$ cat config.mk
export PLATFORM = sky130hd
export DESIGN_NAME = aes_round_sequencer
export DESIGN_NICKNAME = d
export VERILOG_FILES = /design/src/rtl/aes_round_sequencer.sv
export SDC_FILE = /design/constraint.sdc
export NUM_CORES = 1
export LEC_CHECK = 0
export ABC_AREA = 1
export CORE_UTILIZATION = 30
export CTS_CLUSTER_DIAMETER = 60
export DETAILED_ROUTE_END_ITERATION = 12
export GPL_TIMING_DRIVEN = 0
export PLACE_DENSITY_LB_ADDON = 0.08
export SETUP_SLACK_MARGIN = 0.1
export SYNTH_ARGS = -nofsm -noshare
export SYNTH_HDL_FRONTEND = slang
export SYNTH_SLANG_ARGS = --single-unit
$ cat constraint.sdc
create_clock -name clk -period 4.09 [get_ports clk]
set_input_delay 1.227 -clock clk [delete_from_list [all_inputs] [get_ports clk]]
set_output_delay 1.227 -clock clk [all_outputs]
set_load 0.005 [all_outputs]
$ cat src/rtl/aes_round_sequencer.sv
// AES round sequencer: steps the add-key, key-expansion, sub-bytes, shift-rows and
// mix-columns units through NR rounds, with a per-step acknowledge watchdog.
module aes_round_sequencer #(
    parameter int NR      = 10,
    parameter int TIMEOUT = 32
) (
    input  logic       clk,
    input  logic       reset,
    input  logic       start,
    input  logic       i_key_addition,
    input  logic       i_round_key_get_ready,
    input  logic       i_byte_subs,
    input  logic       i_shift_rows,
    input  logic       i_mix_columns,
    output logic       o_add,
    output logic       o_calc_round_key,
    output logic       o_substitute,
    output logic       o_shift_rows,
    output logic       o_mix_columns,
    output logic [3:0] round_cnt,
    output logic       o_busy,
    output logic       o_done,
    output logic       o_error
);
    typedef enum logic [3:0] {
        S_IDLE,
        S_INIT_ADD,
        S_KEY,
        S_SUB,
        S_SHIFT,
        S_MIX,
        S_ADD,
        S_DONE,
        S_ERR
    } state_t;

    localparam logic [3:0] LAST_ROUND = 4'(NR);
    localparam logic [5:0] WD_LIMIT   = 6'(TIMEOUT - 1);

    state_t     state, state_nx;
    logic       cmd_cycle;
    logic [5:0] wd;
    logic       in_wait, ack, accept, timeout, entering;
    logic       add_nx, key_nx, sub_nx, shift_nx, mix_nx;
    logic       busy_nx, done_nx, err_nx;

    // Ack routing; the command cycle itself never counts as an acknowledge.
    always_comb begin
        in_wait = 1'b0;
        ack     = 1'b0;
        case (state)
            S_INIT_ADD, S_ADD: begin in_wait = 1'b1; ack = i_key_addition;        end
            S_KEY:             begin in_wait = 1'b1; ack = i_round_key_get_ready; end
            S_SUB:             begin in_wait = 1'b1; ack = i_byte_subs;           end
            S_SHIFT:           begin in_wait = 1'b1; ack = i_shift_rows;          end
            S_MIX:             begin in_wait = 1'b1; ack = i_mix_columns;         end
            default:           ;
        endcase
        accept  = in_wait && !cmd_cycle && ack;
        timeout = in_wait && !accept && (wd == WD_LIMIT);
    end

    always_ff @(posedge clk) begin
        if (!reset) state <= S_IDLE;
        else        state <= state_nx;
    end

    always_comb begin
        state_nx = state;
        case (state)
            S_IDLE:     if (start)  state_nx = S_INIT_ADD;
            S_INIT_ADD: if (accept) state_nx = S_KEY;
            S_KEY:      if (accept) state_nx = S_SUB;
            S_SUB:      if (accept) state_nx = S_SHIFT;
            S_SHIFT:    if (accept) state_nx = (round_cnt < LAST_ROUND) ? S_MIX : S_ADD;
            S_MIX:      if (accept) state_nx = S_ADD;
            S_ADD:      if (accept) state_nx = (round_cnt < LAST_ROUND) ? S_KEY : S_DONE;
            S_DONE:     state_nx = S_IDLE;
            S_ERR:      if (start)  state_nx = S_INIT_ADD;
            default:    state_nx = S_IDLE;
        endcase
        if (timeout) state_nx = S_ERR;
    end

    // Every transition changes state, so a command fires exactly on wait-state entry.
    always_comb begin
        entering = (state_nx != state);
        add_nx   = entering && (state_nx == S_INIT_ADD || state_nx == S_ADD);
        key_nx   = entering && (state_nx == S_KEY);
        sub_nx   = entering && (state_nx == S_SUB);
        shift_nx = entering && (state_nx == S_SHIFT);
        mix_nx   = entering && (state_nx == S_MIX);
        busy_nx  = !(state_nx == S_IDLE || state_nx == S_ERR);
        done_nx  = (state_nx == S_DONE);
        err_nx   = (state_nx == S_ERR);
    end

    always_ff @(posedge clk) begin
        if (!reset) begin
            o_add            <= 1'b0;
            o_calc_round_key <= 1'b0;
            o_substitute     <= 1'b0;
            o_shift_rows     <= 1'b0;
            o_mix_columns    <= 1'b0;
            o_busy           <= 1'b0;
            o_done           <= 1'b0;
            o_error          <= 1'b0;
            cmd_cycle        <= 1'b0;
            wd               <= '0;
            round_cnt        <= '0;
        end else begin
            o_add            <= add_nx;
            o_calc_round_key <= key_nx;
            o_substitute     <= sub_nx;
            o_shift_rows     <= shift_nx;
            o_mix_columns    <= mix_nx;
            o_busy           <= busy_nx;
            o_done           <= done_nx;
            o_error          <= err_nx;
            cmd_cycle        <= add_nx | key_nx | sub_nx | shift_nx | mix_nx;
            if (entering)     wd <= '0;
            else if (in_wait) wd <= wd + 6'd1;
            if (state == S_KEY && accept)
                round_cnt <= round_cnt + 4'd1;
            else if (state_nx == S_IDLE || state_nx == S_INIT_ADD)
                round_cnt <= '0;
        end
    end
endmodule

==> impl_metrics.tcl <==
set metrics [dict create \
    power_density_nw_per_um2 288 \
    setup_viol 0 \
    synthTopCellsByArea "dfxtp_1 36%, nand2_1 12%, nor2_1 7.4%, nand3_1 6.3%, inv_1 4.7%" \
    rr_startpoint "state[3]" \
    synth_seq_cells 23 \
    dr.pass1.iters 4 \
    cts_setup_buffers 0 \
    vdd.ir_drop.worst_mv 0.174 \
    wl_met2_um 1270 \
    die_h_um 67.0 \
    cap_violations 0 \
    tightest_slew_ns 0.432 \
    gp_congestion 0.863 \
    synth_top_area_frac 0.363 \
    critical_path_class "input port to flop" \
    drive_gt1_frac 0.173 \
    yosysWarnings 0 \
    clockRootBuffer "clkbuf_8" \
    period_share 0.736 \
    hold_buffers 0 \
    grt_pass1_vias 1079 \
    synth_top_area_cell "dfxtp_1" \
    clk_path_buf_depth 2 \
    dp_hpwl_um 2230 \
    synth-async-reset-ratio 0 \
    grt_pass1_wl_um 4750 \
    worstPathMaxFanout 8 \
    cp_data_required_time_ns 4.25 \
    finClkSkew_ns 0.00436 \
    port_buffers 19 \
    hold-path-cell-count 2 \
    vias 1138 \
    netlist_top_cells_count "42 x nand2_1, 25 x nor2_1, 23 x dfxtp_1" \
    viasPerCell 4.52 \
    crit_arrival_ns 3.16 \
    slew_violations 0 \
    drt_iter0_markers 45 \
    wirelength_met1_um 1410 \
    initial_core_util 0.315 \
    ys_types 31 \
    synth_top_flop_cell "dfxtp_1" \
    tritoncts "built" \
    finalSetupTns_ns 0 \
    avgSynthCellArea_sq_um 7.09 \
    dpl-instance-area_sq_um 1520 \
    worst-r2r-setup-slack_ns 1.78 \
    rsz0062_at_grt "false" \
    area_growth_syn_to_layout_pct 23.6 \
    rr_endpoint "cmd_cycle" \
    min_path_type "flop to flop" \
    cts_resized 0 \
    p_leak_nw 0.731 \
    hold_violations 0 \
    std_cell_rows 23 \
    grtUsageTotal 0.142 \
    antenna_found_initial 0 \
    yosysMostFrequentCell "nand2_1" \
    fp.coreArea_sq_um 4030 \
    final.min_clock_period_ns 3.01 \
    min_to "wd[3]" \
    final_nets 213 \
    drc 0 \
    syn-num-nets 189 \
    end_kind "flop" \
    wl_um 2770 \
    path_clk_slew_ns 0.08 \
    cts_made_buffers 3 \
    syn-cell-area_sq_um 1270 \
    grt_max_degree 14 \
    synthCells 179 \
    yosysSeqAreaShare 0.363 \
    diodes 0 \
    reg2reg_depth 16 \
    fillers 434 \
    htreeDepth 1 \
    maxSlewHeadroom 0.712 \
    status "completed" \
    drtAntennaViolNets 0 \
    worstSetupStartpointType "input port" \
    wire_per_inst_um 11.0 \
    final_area_sq_um 1570 \
    synth_edf_count 0 \
    cts.sinks 23 \
    hold_start "wd[3]" \
    grt_overflow 0 \
    dieWidth_um 67.0 \
    wl_met3_um 72 \
    fmax_mhz 332 \
    dr.max_layer_used "met4" \
    io_pins 20 \
    die_area_sq_um 4490 \
    clk-insertion-delay-late_ns 0.27 \
]
## cell families after synthesis
group / share of synthesized area
buffers and inverters: 0.0749
AOI/OAI and AO/OA: 0.0631
adders and majority gates: 0.0197
and+or+nand+nor: 0.439
xor gates and xnor gates: 0.0404
DFF: 0.363
## where the power goes
group          switching [mW]  total (mW)  internal (mW)
Sequential            0.00534       0.235          0.230
Combinational          0.0475      0.0769         0.0293
Clock                  0.0720       0.140         0.0681
Total                   0.125       0.452          0.327
## registers in the layout (all words and copies together) (netlist names)
signal            cells
o_shift_rows          1
cmd_cycle             1
wd                    6
state                 4
o_done                1
o_substitute          1
o_add                 1
o_mix_columns         1
round_cnt             4
o_error               1
o_busy                1
o_calc_round_key      1
## critical path, cell delays in order
cell and delay, ns:
clkdlybuf4s50_1 0.40, nand3_1 0.08, nand2_1 0.05, nor2_1 0.14, nand2_2 0.11, nand3_2 0.17
nand2_1 0.08, nor2_1 0.14, nand3_2 0.09, nand2_2 0.12, nor2_1 0.06, nand2_1 0.14
nand2_1 0.09, o21ai_1 0.17, a21oi_1 0.09
## layer usage
layer | global-route usage | up-vias
li1 | - | 614
met1 | 0.188 | 511
met2 | 0.225 | 11
met3 | 0.0411 | 2
met4 | 0.0319 | 0
met5 | 0 | -
## placed cells by master (no fill, tap or decap)
cell type	n
a21oi_2	1
nand3_2	2
clkbuf_1	1
nand2_2	6
nor3b_2	1
nand2_1	42
nand4_1	4
o21ai_2	1
o21ai_1	1
xor2_1	1
o21ai_0	2
a21oi_1	8
clkinv_1	1
nor3_2	1
clkdlybuf4s50_1	19
nand3_1	16
nand2_4	2
inv_2	6
nor2_2	4
nor2_1	25
and3_1	1
clkbuf_8	3
xor2_2	1
nor2_4	3
xnor2_1	3
dfxtp_1	23
inv_1	16
a22oi_1	1
clkinv_2	2
nand4_4	1
or2_2	1
nor3_1	1
ha_1	2
## metrics by stage
stage          utilization  setup slack, ns  hold slack (ns)  cells  power [mW]
2_1_floorplan            -             1.52            0.460    179       0.292
3_3_place_gp         0.378            0.831            0.478    248       0.317
3_5_place_dp         0.378            0.826            0.482    248       0.317
4_1_cts              0.389             1.10            0.496    252       0.459
5_1_grt              0.389            0.859            0.515    252       0.480
6_report             0.389             1.08            0.495    252       0.452
## area by class of cell
class | instances | area [sq um] | share of cell area
plain buffers | 1 | 3.75 | 0.00239
clock buffers | 3 | 41.3 | 0.0263
clock inverters | 1 | 5.00 | 0.00319
inverters | 24 | 91.3 | 0.0583
multi-input cells | 131 | 713 | 0.455
flip-flops and latches | 23 | 460 | 0.294
well taps | 50 | 62.6 | 0.0399
repair buffers | 19 | 190 | 0.121
## worst max-delay path by stage
stage,start,endpoint,cells past startpoint
6_report,i_byte_subs,cmd_cycle,15
5_1_grt,i_byte_subs,cmd_cycle,15
4_1_cts,i_byte_subs,cmd_cycle,15
3_5_place_dp,i_round_key_get_ready,cmd_cycle,15
3_3_place_gp,i_byte_subs,cmd_cycle,15
2_1_floorplan,i_byte_subs,cmd_cycle,13
Note: power is estimated with default switching activity, not from simulation.
